$ cat src/rtl/instr_fetch.sv
`default_nettype none
// ============================================================================
// Module  : instr_fetch
// Brief   : PC/instruction fetch front-end feeding the lab CPU (in/load/s/w).
// Revision: 1.0 - initial release
// ============================================================================
module instr_fetch #(
    parameter int          AW      = 8,
    parameter logic [15:0] HALT_OP = 16'hE000,
    parameter int          TIMEOUT = 64
) (
    input  logic          clk,
    input  logic          reset,
    input  logic          go,
    input  logic [15:0]   mem_rdata,
    input  logic          cpu_w,
    output logic [AW-1:0] mem_addr,
    output logic          mem_rd,
    output logic [15:0]   cpu_in,
    output logic          cpu_load,
    output logic          cpu_s,
    output logic [AW-1:0] pc,
    output logic          halted,
    output logic          err
);

    localparam int CW = $clog2(TIMEOUT) + 1;

    localparam logic [2:0] S_IDLE   = 3'd0;
    localparam logic [2:0] S_REQ    = 3'd1;
    localparam logic [2:0] S_DATA   = 3'd2;
    localparam logic [2:0] S_LOAD   = 3'd3;
    localparam logic [2:0] S_START  = 3'd4;
    localparam logic [2:0] S_BUSY   = 3'd5;
    localparam logic [2:0] S_HALTED = 3'd6;

    logic [2:0]    r_state;
    logic [2:0]    w_next;
    logic [AW-1:0] r_pc;
    logic [15:0]   r_ir_buf;
    logic [CW-1:0] r_cnt;
    logic          r_halted;
    logic          r_err;
    logic          w_done;
    logic          w_tmo;
    logic          w_is_halt;

    // The CPU may still show w=1 in the first BUSY cycle, so cnt==0 masks it.
    assign w_done    = cpu_w && (r_cnt != '0);
    assign w_tmo     = (r_cnt == CW'(TIMEOUT - 1));
    assign w_is_halt = (mem_rdata == HALT_OP);

    always_ff @(posedge clk or negedge reset) begin
        if (!reset) begin
            r_state <= S_IDLE;
        end else begin
            r_state <= w_next;
        end
    end

    always_comb begin
        w_next = r_state;
        unique case (r_state)
            S_IDLE:   if (go && cpu_w) w_next = S_REQ;
            S_REQ:    w_next = S_DATA;
            S_DATA:   w_next = w_is_halt ? S_HALTED : S_LOAD;
            S_LOAD:   w_next = S_START;
            S_START:  w_next = S_BUSY;
            S_BUSY: begin
                if (w_done) begin
                    w_next = go ? S_REQ : S_IDLE;
                end else if (w_tmo) begin
                    w_next = S_HALTED;
                end
            end
            S_HALTED: w_next = S_HALTED;
            default:  w_next = S_IDLE;
        endcase
    end

    always_comb begin
        mem_rd   = 1'b0;
        cpu_load = 1'b0;
        cpu_s    = 1'b0;
        unique case (r_state)
            S_REQ:   mem_rd   = 1'b1;
            S_LOAD:  cpu_load = 1'b1;
            S_START: cpu_s    = 1'b1;
            default: ;
        endcase
    end

    always_ff @(posedge clk or negedge reset) begin
        if (!reset) begin
            r_pc     <= '0;
            r_ir_buf <= '0;
            r_cnt    <= '0;
            r_halted <= 1'b0;
            r_err    <= 1'b0;
        end else begin
            unique case (r_state)
                S_DATA: begin
                    r_ir_buf <= mem_rdata;
                    if (w_is_halt) r_halted <= 1'b1;
                end
                S_START: r_cnt <= '0;
                S_BUSY: begin
                    r_cnt <= r_cnt + CW'(1);
                    // pc is left on the offending word when the watchdog fires.
                    if (w_done) begin
                        r_pc <= r_pc + AW'(1);
                    end else if (w_tmo) begin
                        r_err    <= 1'b1;
                        r_halted <= 1'b1;
                    end
                end
                default: ;
            endcase
        end
    end

    assign mem_addr = r_pc;
    assign pc       = r_pc;
    assign cpu_in   = r_ir_buf;
    assign halted   = r_halted;
    assign err      = r_err;

endmodule
`default_nettype wire

$ cat config.mk
export PLATFORM = sky130hd
export DESIGN_NAME = instr_fetch
export DESIGN_NICKNAME = d
export VERILOG_FILES = /design/src/rtl/instr_fetch.sv
export SDC_FILE = /design/constraint.sdc
export NUM_CORES = 1
export LEC_CHECK = 0
export ABC_AREA = 1
export CORE_MARGIN = 2
export CORE_UTILIZATION = 46
export DETAILED_ROUTE_END_ITERATION = 16
export GPL_TIMING_DRIVEN = 1
export PLACE_DENSITY_LB_ADDON = 0.12
export SYNTH_ARGS = -nofsm -noshare
export SYNTH_HDL_FRONTEND = slang
export SYNTH_SLANG_ARGS = --single-unit
export TNS_END_PERCENT = 10
$ cat constraint.sdc
create_clock -name clk -period 1.6 [get_ports clk]
set_input_delay 0.24 -clock clk [delete_from_list [all_inputs] [get_ports clk]]
set_output_delay 0.24 -clock clk [all_outputs]
set_load 0.03 [all_outputs]
# Word-level counts from Yosys, hierarchy flattened
# Cells that the tools add are included.
# Widths: inputs -> output; s select.
# totals
ff_bits	36
output_inout_bits	37
wordCells	46
inputBits	20
# classes
n_eq_ne	13
n_reduce_logical	10
add_sub_neg	2
mux	14
bitwise	1
# op_table
op	n
$pmux 3 s7	1
$eq 16x16->1 const B	1
$pmux 7 s2	1
$mux 3	4
$eq 3x3->1 const B	3
$add 8x1->8 const B	1
$ne 2x2->1 const B	4
$add 7x1->7 const B	1
$eq 7x6->1 const B	1
$mux 1	7
$reduce_bool 7->1	1
$eq 3x2->1 const B	2
$reduce_and 2->1	2
$reduce_and 4->1	1
$reduce_bool 2->1	2
$eq 3x1->1 const B	1
$logic_not 3->1	1
$ne 3x3->1 const B	1
$reduce_and 3->1	1
$logic_and 1x1->1	2
$pmux 1 s2	1
$not 1->1	1

# Longest topological paths before layout
# depth
ltp_word	4
ltp_mapped	11
mapped_depth_nobuf	11

# Least setup slack after synthesis
# OpenSTA, ideal clock, no wires.
# synth_timing
kind	flip-flop to flip-flop
from	register r_state[2]
to	register r_state[2]
stages_incl_launch_ff	5
synth_period_minus_slack_ns	1.497
setup_ns	0.071
n_path_buf	1
path_slack_ns	0.103
t_arrival_ns	1.425
required_ns	1.529
cell_sequence	dfrtp_1 > buf_6 > nor3_1 > a21oi_1 > nand3_1
# synth_between
elab_chain_cells	3
word_cells_on_any_way	11
classes_between	8 x eq/ne; 1 x mux; 2 x reduce/logical
# synth_lines
item	line_no	rtl
from (decl)	37	logic [2:0] r_state;
from (signal assigned)	57	r_state <= w_next;
$eq 3x3->1 / $logic_not 3->1 (equally long branches)	63	unique case (r_state)
$ne 3x3->1 (no line) / $ne 2x2->1 (equally long branches)	n/a	
$reduce_and 2->1 (no line)	n/a	
# Several ways; a longest one is shown, not always the timed one.
# A chain may end at the register's enable or synchronous reset.

# Worst setup path in the final report
# layout_timing
from	register r_ir_buf[2], in the netlist cpu_in[2]
to	output port cpu_in[2]
# layout_rtl
item	line_no	rtl
from (decl)	40	logic [15:0] r_ir_buf;
from (signal assigned)	103	r_ir_buf <= mem_rdata;
to (decl)	19	output logic [15:0] cpu_in,
# No word-level cell between the ends.

==> results.toml <==
[die]
start_util_pct = 48.59
core_area_um2 = 3716
io_pins = 57
die_h_um = 66.65
rows = 22
dieWidth_um = 66.65
die_area_um2 = 4442

[setup_path]
end_kind = "output port"
cp_data_arrival_time_ps = 1330
crit_path_start_kind = "flop"
path_class = "flop to output port"
r2r_slack_ps = 120
max_stage_delay_ps = 690
path_cells = "clkdlybuf4s50_1"
critical-path-top-delay-family = "buffers and inverters"
crit_buf_inv = 1
cpMaxStageDelayCell = "clkdlybuf4s50_1"
worstPathMaxFanout = 2
crit_required_ps = 1360

[sta]
drv_slew = 0
skew_ps = 6.419
period_needed_ps = 1566
relSlewSlack_pct = 77.17
fin_setup_tns_ps = 0
grt_setup_unrepaired = "false"
tightest_slew_ps = 341.9
max_freq_ghz = 0.6386
period_share_pct = 97.87
setup-violations-final = 0
hold_violations = 0

[logic_synthesis]
syn-num-nets = 244
yosys.area.top_type_share_pct = 49.90
syn-instance-count = 221
netlist_top_cells_area = "dfrtp_1, nand2_1, nor2_1"
ys_warn_count = 0
ys_ff_latch = 36
syn_area_um2 = 1805
synth_area_leader_cell = "dfrtp_1"
seq_area_frac_synth_pct = 49.90
postSynthAreaPerCell_um2 = 8.170
yosysUniqueCellTypes = 24

[place]
placed_area_um2 = 2364
dp.cells = 317
globalplace.congestion = 0.8854
dp_hpwl_um = 2758
io_buffer_count = 56

[global_route]
antenna_found_initial = 0
use_met1_pct = 25.49
grt_pass1_vias = 1415
grt_use_met2_pct = 28.25
grt_pass1_wl_um = 6292
grt_remaining_overflow = 0
grt_max_degree = 37
top_usage_layer = "met2"
use_met3_pct = 5.405
grt_use_total_pct = 18.95

[clock_network]
h-tree-depth = 2
path_clk_slew_ps = 70
cts_root_buf = "clkbuf_8"
cts_setup_buffers = 0
ctsHoldBuffers = 0
clk_path_buf_depth = 2
clock_sinks = 36
cts_tree = "yes"
clk_latency_ps = 290
numCtsBuffers = 5

[cells_and_area]
design_area_um2 = 2500
area_growth_pct = 38.46
diodes = 0
nets = 299
stdcell_count = 325
drive_above_1_share_pct = 9.386
fillers = 311

[detailed_routing]
drt_wl_total_um = 3733
drt_iter0_markers = 85
dr.pass1.iters = 4
vias = 1556
drcViolationCount = 0
vias_per_cell = 4.788
routedWlPerCell_um = 11.49
antenna_left = 0

[pwr]
ir_worst_vdd_uv = 1085
p_total_mw = 4.321
p_per_area_nw_per_um2 = 1728
leakage_nw = 1.380

[run]
drv_cap = 0

[worst_hold_path]
min_path_type = "primary input to async pin"

[outcome]
outcome = "finished, final reports clean"
## worst paths after layout
| check | startpoint | cells past startpoint | endpoint |
|---|---|---|---|
| max in group asynchronous | reset | 2 | err$_DFFE_PN0P_ |
| min in group clk | err$_DFFE_PN0P_ | 2 | err$_DFFE_PN0P_ |
| hold / removal | reset | 2 | cpu_in[12]$_DFFE_PN0N_ |
| setup / recovery | cpu_in[2]$_DFFE_PN0N_ | 1 | cpu_in[2] |
| hold reg to reg | err$_DFFE_PN0P_ | 2 | err$_DFFE_PN0P_ |
| setup reg to reg | r_cnt[1]$_DFFE_PN0P_ | 11 | r_state[0]$_DFFE_PN0P_ |
## state kept, by name, indices dropped and copies added, names as in the netlist
register / cells
halted: 1
r_state: 3
err: 1
cpu_in: 16
mem_addr: 8
r_cnt: 7
## cell type report
type                    count  area [um2]  share of cell area [%]
flip-flops and latches     36       900.9                   36.04
multi-input cells         151       730.7                   29.23
repair buffers             59       590.6                   23.62
clock buffers               7       96.34                   3.854
inverters                  23       91.34                   3.654
well taps                  48       60.06                   2.402
clock inverters             1       30.03                   1.201
## synth_stat cells (all sizes together)
master / number
and3: 1
buf: 11
dfrtp: 36
ha: 3
o21ai: 8
nand4: 3
xnor2: 2
a21oi: 2
nor3: 1
inv: 22
nand3: 15
o2bb2ai: 1
nand3b: 1
nand2: 81
xor2: 5
o32ai: 1
nor2: 26
clkinv: 1
o31ai: 1
## metrics by stage
| step | hold slack (ps) | setup WS, ps | util [%] |
|---|---|---|---|
| floorplan | -55.59 | 103.4 | - |
| global placement | 445.0 | 166.2 | 63.60 |
| detailed placement | 449.0 | 99.35 | 63.60 |
| CTS | 326.7 | 1.246 | 66.53 |
| global route | 341.1 | 0.3539 | 67.27 |
| finish | 324.5 | 34.04 | 67.27 |
## timing repair
item	in CTS	in global routing
resized for setup	14	11
cloned	0	0
setup endpoints to repair	14	9
## power breakdown
group          leakage (nW)  switching [mW]  internal [mW]
Combinational         0.856            1.28          0.752
Clock                0.0645           0.320          0.550
Sequential            0.459           0.215           1.20
Total                  1.38            1.82           2.51
## kinds of logic after synthesis
| logic type | synth area share, % |
|---|---|
| AOI/OAI and AO/OA | 4.158 |
| xor gates and xnor gates | 3.396 |
| adders and majority gates | 2.079 |
| buffers and inverters | 10.05 |
| DFF | 49.90 |
| and+or+nand+nor | 30.42 |
## cell usage in the layout, fill, tap and decap left out
| cell | count |
|---|---|
| bufinv_16 | 1 |
| xnor2_1 | 2 |
| inv_1 | 17 |
| clkinv_4 | 1 |
| ha_1 | 3 |
| o32ai_1 | 1 |
| o21ai_0 | 8 |
| nor3_1 | 1 |
| nand3b_1 | 1 |
| buf_4 | 5 |
| a21oi_1 | 2 |
| clkdlybuf4s50_1 | 31 |
| dfrtp_1 | 36 |
| o31ai_1 | 1 |
| nand2_2 | 2 |
| nand3_2 | 1 |
| o2bb2ai_1 | 1 |
| buf_12 | 1 |
| nand3_4 | 2 |
| xor2_1 | 5 |
| nor2_1 | 25 |
| nor2_4 | 1 |
| nand3_1 | 12 |
| nand2_1 | 79 |
| dlygate4sd2_1 | 14 |
| inv_2 | 5 |
| clkbuf_8 | 7 |
| dlymetal6s2s_1 | 8 |
| nand4_1 | 3 |
| and3_1 | 1 |
## routing by layer
| layer | vias up | wire [um] |
|---|---|---|
| met5 | - | 0 |
| met4 | 0 | 59 |
| met3 | 7 | 276 |
| met2 | 56 | 1642 |
| met1 | 699 | 1755 |
| li1 | 794 | - |
Note: power is estimated with default switching activity, not from simulation.
